**src/rtl/uprj_rst_seq.sv**
```systemverilog
// Reset sequencer for the user project: synchronises and masks reset requests,
// stretches them, releases domains in order and records the cause.
module uprj_rst_seq #(
    parameter int N_SRC       = 3,
    parameter int N_DOM       = 2,
    parameter int SYNC_STAGES = 2,
    parameter int STRETCH     = 8,
    parameter int STAGE_GAP   = 4
) (
    input  logic             i_clk,
    input  logic             i_rst_n,
    input  logic [N_SRC-1:0] i_rst_src,
    input  logic [N_SRC-1:0] i_src_mask,
    input  logic             i_cause_clr,
    output logic [N_DOM-1:0] o_dom_rst,
    output logic [N_SRC-1:0] o_cause,
    output logic             o_por,
    output logic             o_busy,
    output logic             o_rel_done
);

    localparam int CW = $clog2(STRETCH + 1);
    localparam int GW = $clog2(STAGE_GAP + 1);
    localparam int IW = $clog2(N_DOM + 1);

    typedef enum logic [1:0] {
        ST_IDLE,
        ST_HOLD,
        ST_STRETCH,
        ST_REL
    } state_t;

    state_t           state_q, state_d;
    logic [CW-1:0]    cnt_q, cnt_d;
    logic [GW-1:0]    gap_q, gap_d;
    logic [IW-1:0]    idx_q, idx_d;
    logic [N_DOM-1:0] dom_q, dom_d;
    logic             done_q, done_d;

    logic [N_SRC-1:0] sync_q [SYNC_STAGES];
    logic [N_SRC-1:0] src_s;
    logic [N_SRC-1:0] src_d_q;
    logic [N_SRC-1:0] rise;
    logic             active;
    logic [N_SRC-1:0] cause_q;
    logic             por_q;

    assign src_s  = sync_q[SYNC_STAGES-1];
    assign active = |(src_s & ~i_src_mask);
    assign rise   = src_s & ~src_d_q & ~i_src_mask;

    // Per-source synchroniser chain plus one extra flop for rise detection
    always_ff @(posedge i_clk or negedge i_rst_n) begin
        if (!i_rst_n) begin
            for (int i = 0; i < SYNC_STAGES; i++) begin
                sync_q[i] <= '0;
            end
            src_d_q <= '0;
        end else begin
            sync_q[0] <= i_rst_src;
            for (int i = 1; i < SYNC_STAGES; i++) begin
                sync_q[i] <= sync_q[i-1];
            end
            src_d_q <= src_s;
        end
    end

    // State register; power-on enters the stretch phase directly
    always_ff @(posedge i_clk or negedge i_rst_n) begin
        if (!i_rst_n) begin
            state_q <= ST_STRETCH;
            cnt_q   <= '0;
            gap_q   <= '0;
            idx_q   <= '0;
            dom_q   <= '1;
            done_q  <= 1'b0;
        end else begin
            state_q <= state_d;
            cnt_q   <= cnt_d;
            gap_q   <= gap_d;
            idx_q   <= idx_d;
            dom_q   <= dom_d;
            done_q  <= done_d;
        end
    end

    // Next state; an active request aborts any phase back to HOLD
    always_comb begin
        state_d = state_q;
        cnt_d   = cnt_q;
        gap_d   = gap_q;
        idx_d   = idx_q;
        dom_d   = dom_q;
        done_d  = 1'b0;
        if (active) begin
            state_d = ST_HOLD;
            cnt_d   = '0;
            gap_d   = '0;
            idx_d   = '0;
            dom_d   = '1;
        end else begin
            unique case (state_q)
                ST_IDLE: begin
                    dom_d = '0;
                end
                ST_HOLD: begin
                    state_d = ST_STRETCH;
                    cnt_d   = '0;
                    dom_d   = '1;
                end
                ST_STRETCH: begin
                    if (cnt_q == CW'(STRETCH - 1)) begin
                        dom_d[0] = 1'b0;
                        cnt_d    = '0;
                        gap_d    = '0;
                        idx_d    = IW'(1);
                        if (N_DOM == 1) begin
                            state_d = ST_IDLE;
                            done_d  = 1'b1;
                        end else begin
                            state_d = ST_REL;
                        end
                    end else begin
                        cnt_d = cnt_q + CW'(1);
                    end
                end
                ST_REL: begin
                    if (gap_q == GW'(STAGE_GAP - 1)) begin
                        dom_d = dom_q & ~(N_DOM'(1) << idx_q);
                        gap_d = '0;
                        if (idx_q == IW'(N_DOM - 1)) begin
                            state_d = ST_IDLE;
                            idx_d   = '0;
                            done_d  = 1'b1;
                        end else begin
                            idx_d = idx_q + IW'(1);
                        end
                    end else begin
                        gap_d = gap_q + GW'(1);
                    end
                end
                default: begin
                    state_d = ST_IDLE;
                end
            endcase
        end
    end

    // Sticky cause and power-on flags; a new cause beats a same-cycle clear
    always_ff @(posedge i_clk or negedge i_rst_n) begin
        if (!i_rst_n) begin
            cause_q <= '0;
            por_q   <= 1'b1;
        end else begin
            cause_q <= (i_cause_clr ? '0 : cause_q) | rise;
            if (i_cause_clr) begin
                por_q <= 1'b0;
            end
        end
    end

    // Outputs
    always_comb begin
        o_dom_rst  = dom_q;
        o_cause    = cause_q;
        o_por      = por_q;
        o_busy     = (state_q != ST_IDLE);
        o_rel_done = done_q;
    end

endmodule
```
**config.mk**
```make
export PLATFORM = sky130hd
export DESIGN_NAME = uprj_rst_seq
export DESIGN_NICKNAME = d
export VERILOG_FILES = /design/src/rtl/uprj_rst_seq.sv
export SDC_FILE = /design/constraint.sdc
export NUM_CORES = 1
export LEC_CHECK = 0
export BUFFER_PORTS_ARGS = -buffer_cell sky130_fd_sc_hd__buf_2
export CORE_ASPECT_RATIO = 0.7
export CORE_MARGIN = 1.5
export CORE_UTILIZATION = 38
export DETAILED_ROUTE_END_ITERATION = 10
export PLACE_DENSITY = 0.65
export SETUP_SLACK_MARGIN = 0.3
export SLEW_MARGIN = 25
export SYNTH_ARGS = -nofsm -noshare
export SYNTH_HDL_FRONTEND = slang
export SYNTH_SLANG_ARGS = --single-unit
```
**constraint.sdc**
```tcl
create_clock -name i_clk -period 1.3 [get_ports i_clk]
set_input_delay 0.13 -clock i_clk [delete_from_list [all_inputs] [get_ports i_clk]]
set_output_delay 0.13 -clock i_clk [all_outputs]
set_load 0.03 [all_outputs]
```
==> results of run 1 <==
==> cell usage in the layout (no fill, tap or decap), types with 3 or more instances in the layout <==
cell | Yosys | layout
nand2b_1 | 5 | 5
nor3_2 | 0 | 3
clkbuf_8 | 0 | 3
nand3_1 | 3 | 3
dfrtp_1 | 23 | 22
inv_1 | 8 | 7
o22ai_1 | 4 | 4
dfstp_2 | 4 | 4
buf_2 | 1 | 10
buf_6 | 0 | 7
dlygate4sd3_1 | 0 | 4
buf_4 | 1 | 23
==> per-layer routing <==
| layer | up-vias | global-route usage (%) | routed length, um |
|---|---|---|---|
| met4 | 0 | 4.248 | 25 |
| met1 | 488 | 21.59 | 1288 |
| li1 | 453 | - | - |
| met5 | - | 0 | 0 |
| met3 | 2 | 4.752 | 95 |
| met2 | 22 | 26.44 | 1276 |
==> power breakdown <==
group | switching (mW) | internal, mW | total (mW)
registers | 0.0381 | 0.889 | 0.928
clock network | 0.246 | 0.219 | 0.466
logic | 0.182 | 0.177 | 0.359
==> state kept, by name (all words and copies together), names as in the netlist <==
register	count
cnt_q	4
gap_q	3
idx_q	2
o_cause	3
o_dom_rst	2
o_por	1
o_rel_done	1
src_d_q	3
src_s	3
state_q	2
sync_q	3
==> through the flow <==
stage	area (um2)	hold slack (ns)	power [mW]
2_1_floorplan	1212	-0.1656	1.085
3_3_place_gp	1414	0.1586	1.183
3_5_place_dp	1414	0.1667	1.194
4_1_cts	1634	0.009494	1.729
5_1_grt	1717	0.02038	1.837
6_report	1717	0.01803	1.752
==> worst min path at each step <==
| stage | from | slack (ns) | end |
|---|---|---|---|
| floorplan | i_rst_n | -0.17 | cnt_q[0] |
| global placement | i_rst_n | 0.16 | sync_q[3] |
| detailed placement | i_rst_n | 0.17 | sync_q[3] |
| CTS | i_cause_clr | 0.009 | o_por |
| global route | i_cause_clr | 0.02 | o_por |
| finish | i_cause_clr | 0.02 | o_por |
==> cell type report <==
class | instances | area (um2)
Tap cell | 36 | 45.04
Multi-Input combinational cell | 63 | 570.5
Sequential cell | 27 | 681.9
Timing Repair Buffer | 44 | 341.6
Clock buffer | 4 | 45.04
Fill cell | 222 | 1126
Inverter | 8 | 32.53
==> cells by family (layout without fill, tap and decap cells) <==
group | after synthesis | count (layout) | synth area share (%)
flops | 27 | 27 | 58.68
buf+inv | 11 | 56 | 3.991
compound gates | 24 | 24 | 14.67
mux | 1 | 1 | 0.9708
fa+ha+maj | 2 | 2 | 2.157
simple gates | 36 | 36 | 19.53
==> worst reg2reg max path: cells and delay by family, from the launching register on <==
family	cells	cell delay [ns]
AOI/OAI and AO/OA	1	0.12
adders and majority gates	1	0.18
DFF	1	0.43
and+or+nand+nor	2	0.57
==> what timing repair did <==
action | 4_1_cts | 5_1_grt
endpoints found under the setup margin | 18 | 20
pin swaps | 7 | 9
endpoints found under the hold margin | 26 | 0
gates resized for setup | 20 | 16
setup buffers | 7 | 4
hold buffers | 4 | 0
gates cloned | 0 | 0
==> run metrics, run 1 <==
status=complete, but fails checks; failing checks=setup timing; root buffer cell=clkbuf_8; final hold vios=0; post-route insts no fill=182; PortBufs=16; sink count of the clock tree=27; drt via density=5.302; Slew Viols, Final=0; chip width=69.04 um; area share of the largest cell type after synthesis=49.62%; Post-Place Worst Slack=-0.09808 ns; Setup crit end=cnt_q[0]; die area=0.003398 mm2; Nets=158; CP max stage cell=dfrtp_1; ANT nets after route=0; Initial DRC Count=45; Worst EP required=1.50 ns; Synth Area per Inst=11.48 um2; Final setup viols=5; synth cell count leaders=dfrtp_1, inv_1, nand2b_1, dfstp_2, o22ai_1; WP buf/inv=0; Die H=49.23 um; crit-path max cell delay=0.43 ns; top-count cell post-synth=dfrtp_1; Crit Path Class=reg -> reg; worst-margin pin slew=0.6030 ns; Startpoint Class=flop; critical path capture point type=flop; GPL Wtd Cong=0.8313; Max clock buf depth=2; Leak Pwr=0.7518 nW; crit path launch=cnt_q[0]; fraction of layout cells with a size suffix above 1=51.37%; vias in the first global route=946; CORE AREA=0.002843 mm2; Final Cycle Share=104.8%; R2R Setup Slk=-0.06 ns; DR WL/cell=14.76 um; clock skew=0.003663 ns; fin worst setup slack=-0.06290 ns; Peak VDD IR=0.0007694 V; count of cell types in the netlist=43; max_slew headroom=59.80%; top post-synthesis cells by area=dfrtp_1, dfstp_2, nand2b_1, inv_1, ha_1; row count=16; final WL=2686 um; register area share after synthesis=58.68%; fin util=60.39%; top cell type by total area after synthesis=dfrtp_1; CTS tree=built; reg2reg start=cnt_q[0]; top_reg_cell synth=dfrtp_1; number of CTS-inserted buffers=3; largest net degree at the start of global routing=28; syn_nets=112; unrepaired setup endpoints after global routing=true; via count=965; share of flip-flops with an asynchronous set or reset=100.0%; Clock Latency Late Sink=0.27 ns; Power per Cell Area=1021 mW/mm2; Worst-path clk slew=0.09 ns; YS warnings=0; Levels on crit path=4; placed insts=163; Tightest Hold Check Type=in -> reg; H-tree levels=1; IO Count=17; GRT Resource Usage Total=16.31%; Max Freq=733.7 MHz; WHS Path Cells=2; critical-path cell list=ha_4, and3b_2, or3_4, a21oi_2; n_diodes=0; DR DRC count=0; Post-Synthesis Cells=101; CP arrival=1.57 ns; Mapped Area=0.001160 mm2; first-pass GRT wire length=4367 um; CP delay by family, top=simple AND/OR/NAND/NOR gates; Max Cap Viol=0; register bit total from synthesis=27; initial antenna violation count=0; reg2reg path depth=4; minimum clock period=1.363 ns; Post-synth EDFFs=0; Worst Path Max Fanout=4; Detailed Routing Iterations Pass 1=4; initial core utilization=40.80%; worst r2r dst=cnt_q[0]; total negative setup slack=-0.1992 ns; Layout area overhead=48.00%; gr ovfl total=0; post-DP HPWL=1763 um
Power figures use the tool's default switching activity.
==> run 2: changes to the inputs <==
--- a/config.mk
+++ b/config.mk
@@ -11,6 +11,7 @@
 export CORE_UTILIZATION = 38
 export DETAILED_ROUTE_END_ITERATION = 10
 export PLACE_DENSITY = 0.65
+export RECOVER_POWER = 100
 export SETUP_SLACK_MARGIN = 0.3
 export SLEW_MARGIN = 25
 export SYNTH_ARGS = -nofsm -noshare
==> run metrics, run 2 (synthesized netlist as in run 1, its figures left out) <==
fraction of layout cells with a size suffix above 1=46.58%; Max clock buf depth=2; DR WL/cell=14.75 um; Largest register FFs=4; Worst Path Max Fanout=4; Leak Pwr=0.7263 nW; number of CTS-inserted buffers=3; initial antenna violation count=0; PortBufs=16; CP arrival=1.57 ns; worst-margin pin slew=0.6688 ns; Power per Cell Area=1035 mW/mm2; root buffer cell=clkbuf_8; Worst-path clk slew=0.09 ns; CORE AREA=0.002843 mm2; minimum clock period=1.364 ns; Final Cycle Share=104.9%; die area=0.003398 mm2; Slew Viols, Final=0; first-pass GRT wire length=4367 um; Peak VDD IR=0.0007683 V; Nets=158; Layout area overhead=45.09%; gr ovfl total=0; vias in the first global route=946; Final setup viols=5; final WL=2684 um; sink count of the clock tree=27; Clock Latency Late Sink=0.27 ns; Crit Path Class=reg -> reg; unrepaired setup endpoints after global routing=true; commonest cells after routing, fill and taps aside=dfrtp_1, buf_4, inv_1, clkbuf_1, buf_2; H-tree levels=1; DR DRC count=0; row count=16; GRT Resource Usage Total=16.31%; clock skew=0.004085 ns; Detailed Routing Iterations Pass 1=4; drt via density=5.286; max_slew headroom=55.41%; Power Total=1.741 mW; Worst EP required=1.50 ns; Biggest register=cnt_q; post-DP HPWL=1763 um; via count=962; critical path capture point type=flop; failing checks=setup timing; Initial DRC Count=51; final hold vios=0; GPL Wtd Cong=0.8313; fin worst setup slack=-0.06412 ns; status=complete, but fails checks; total negative setup slack=-0.2018 ns; commonest non-fill, non-tap cell in the layout=dfrtp_1; CTS tree=built; Max Freq=733.1 MHz; chip width=69.04 um; initial core utilization=40.80%; Tightest Hold Check Type=in -> reg; Max Cap Viol=0; largest net degree at the start of global routing=28; fin util=59.20%; IO Count=17; fillers=231; ANT nets after route=0; Startpoint Class=flop; Die H=49.23 um; n_diodes=0
## run 2: changes by cell type in the layout (fill, tap and decap cells not counted), sizes merged
cell | before | now
clkbuf | 4 | 12
buf | 40 | 32
## run 2: path summary, 6_finish.rpt
check                       startpoint  depth (start not counted)  slack, ns          to
max                           cnt_q[0]                          4      -0.06    cnt_q[0]
min                        i_cause_clr                          2       0.02       o_por
max reg2reg                   cnt_q[0]                          4      -0.06    cnt_q[0]
min reg2reg                  sync_q[4]                          0       0.35    src_s[1]
max in group asynchronous      i_rst_n                          2       0.41  state_q[0]
min in group asynchronous      i_rst_n                          2       0.43  src_d_q[0]
## run 2: per-layer routing
| metal | global-route usage (%) | vias to the layer above | routed length [um] |
|---|---|---|---|
| met5 | 0 | - | 0 |
| met4 | 4.248 | 0 | 25 |
| met3 | 4.752 | 2 | 112 |
| met2 | 26.44 | 24 | 1267 |
| met1 | 21.59 | 484 | 1279 |
| li1 | - | 452 | - |
## run 2: critical path: stages, from the launching register on
cell and delay [ns]:
dfrtp_1 0.43, ha_4 0.18, and3b_2 0.24, or3_4 0.33, a21oi_2 0.12
## run 2: layout make-up
class	count	area (um2)	share of cell area, %
clock buffer	4	45.04	2.677
inverter	8	32.53	1.933
multi-input combinational	63	560.5	33.31
sequential	27	681.9	40.52
tap	36	45.04	2.677
timing repair buffer	44	317.8	18.88
## run 2: through the flow
step                cells  setup slack (ns)  instance area (um2)  hold slack, ns
floorplan             101           0.03185                 1212         -0.1656
global route          182           -0.1053                 1683         0.02038
finish                182          -0.06412                 1683         0.01812
detailed placement    163          -0.09808                 1414          0.1667
CTS                   178          -0.02464                 1634        0.009494
global placement      163          -0.02738                 1414          0.1586
## run 2: repair_timing
| action | CTS | global route |
|---|---|---|
| resized for setup | 20 | 16 |
| setup endpoints to repair | 18 | 20 |
| hold buffers | 4 | 0 |
| hold endpoints to repair | 26 | 0 |
| buffers inserted | 7 | 4 |
| pin swaps | 7 | 9 |
## run 2: power breakdown
part	total [mW]	leakage [nW]	switching, mW	internal (mW)
sequential	0.925	0.333	0.0363	0.888
clock	0.466	0.0228	0.247	0.219
combinational	0.351	0.370	0.182	0.168
total	1.74	0.726	0.465	1.28
==> run 3: changes to the inputs <==
--- a/config.mk
+++ b/config.mk
@@ -8,9 +8,9 @@
 export BUFFER_PORTS_ARGS = -buffer_cell sky130_fd_sc_hd__buf_2
 export CORE_ASPECT_RATIO = 0.7
 export CORE_MARGIN = 1.5
-export CORE_UTILIZATION = 38
+export CORE_UTILIZATION = 45
 export DETAILED_ROUTE_END_ITERATION = 10
-export PLACE_DENSITY = 0.65
+export PLACE_DENSITY = 0.74
 export RECOVER_POWER = 100
 export SETUP_SLACK_MARGIN = 0.3
 export SLEW_MARGIN = 25
==> run metrics, run 3 (synthesized netlist as in run 1, its figures left out) <==
R2R Setup Slk=-0.05 ns; DR DRC count=0; H-tree levels=1; chip width=63.68 um; row count=15; Final Cycle Share=103.7%; Final setup viols=3; Initial DRC Count=30; fraction of layout cells with a size suffix above 1=45.52%; GRT Resource Usage Total=19.46%; critical-path cell list=ha_4, and3b_1, or3_1, a21oi_2; unrepaired setup endpoints after global routing=true; commonest cells after routing, fill and taps aside=dfrtp_1, buf_4, buf_6; Biggest register=cnt_q; Peak VDD IR=0.0008126 V; CP max stage cell=dfrtp_1; fillers=179; Clock Latency Late Sink=0.27 ns; M2 GR Usage=32.42%; worst-margin pin slew=0.6186 ns; max_slew headroom=58.76%; Tightest Hold Check Type=in -> reg; Die H=45.48 um; GPL Wtd Cong=0.7665; die area=0.002896 mm2; Max clock buf depth=2; Hold Path Sink=o_por; met1 usage=26.10%; largest net degree at the start of global routing=28; reg2reg path depth=4; via count=934; worst r2r dst=cnt_q[0]; vias in the first global route=903; n_diodes=0; WHS Path Cells=2; CORE AREA=0.002459 mm2; commonest non-fill, non-tap cell in the layout=dfrtp_1; Post-Place Worst Slack=-0.04907 ns; WP buf/inv=0; number of CTS-inserted buffers=3; minimum clock period=1.348 ns; final WL=2699 um; root buffer cell=clkbuf_8; Startpoint Class=flop; ANT nets after route=0; area occupied by registers=681.9 um2; fin worst setup slack=-0.04817 ns; DR WL/cell=15.08 um; Layout area overhead=46.17%; first-pass GRT wire length=4188 um; Slew Viols, Final=0; gr ovfl total=0; Detailed Routing Iterations Pass 1=4; crit-path max cell delay=0.42 ns; critical path capture point type=flop; CP delay by family, top=simple AND/OR/NAND/NOR gates; Worst Path Max Fanout=4; IO Count=17; GR Util met3=4.950%; Multi-input gate area=574.3 um2; Crit Path Class=reg -> reg; failing checks=setup timing; CP arrival=1.55 ns; drt via density=5.218; Worst-path clk slew=0.09 ns; reg2reg start=cnt_q[0]; post-DP HPWL=1634 um; Largest register FFs=4; Leak Pwr=0.7381 nW; total negative setup slack=-0.09559 ns; initial antenna violation count=0; Max Freq=741.7 MHz; CTS tree=built; hold_sp=i_cause_clr; Max Cap Viol=0; Nets=157; sink count of the clock tree=27; PortBufs=16; clock skew=0.009439 ns; Power per Cell Area=1049 mW/mm2; GRT busiest layer=met2; Worst EP required=1.50 ns; status=complete, but fails checks; initial core utilization=47.18%; final hold vios=0
-- run 3: how the worst max path moves through the flow --
stage / to / depth (start not counted) / start / slack, ns
6_report: cnt_q[0] / 4 / cnt_q[0] / -0.05
5_1_grt: cnt_q[0] / 4 / cnt_q[1] / -0.11
4_1_cts: cnt_q[0] / 4 / cnt_q[0] / -0.03
3_5_place_dp: gap_q[0] / 4 / gap_q[0] / -0.05
3_3_place_gp: cnt_q[0] / 4 / cnt_q[1] / 0.04
2_1_floorplan: cnt_q[0] / 4 / cnt_q[1] / 0.03
-- run 3: metal layers --
layer | routed length (um) | part of all wire, %
met5 | 0 | 0
met4 | 10 | 0.37
met2 | 1252 | 46
met1 | 1310 | 49
met3 | 125 | 4.6
-- run 3: layout make-up --
class | count | area share, %
timing repair buffer | 43 | 18.82
clock buffer | 4 | 2.657
tap | 34 | 2.509
multi-input combinational | 63 | 33.87
sequential | 27 | 40.22
inverter | 8 | 1.919
-- run 3: where the power goes --
part	internal [mW]	switching (mW)
Clock	0.220	0.243
Sequential	0.889	0.0318
Combinational	0.193	0.202
-- run 3: timing repair --
action / CTS / global route
hold buffers: 4 / 0
resized for setup: 13 / 22
hold endpoints to repair: 26 / 0
pin swaps: 7 / 7
endpoints found under the setup margin: 18 / 18
setup buffers: 6 / 6
-- run 3: stage by stage --
stage                     cells  util, %  total power [mW]  instance area [um2]  hold WS (ns)
after floorplan             101        -             1.085                 1212       -0.1656
after global placement      159    56.79             1.177                 1396        0.1532
after detailed placement    159    56.79             1.187                 1396        0.1619
after CTS                   173    64.27             1.693                 1580      0.006410
after global routing        179    68.96             1.843                 1695       0.02604
final                       179    68.96             1.778                 1695       0.01285
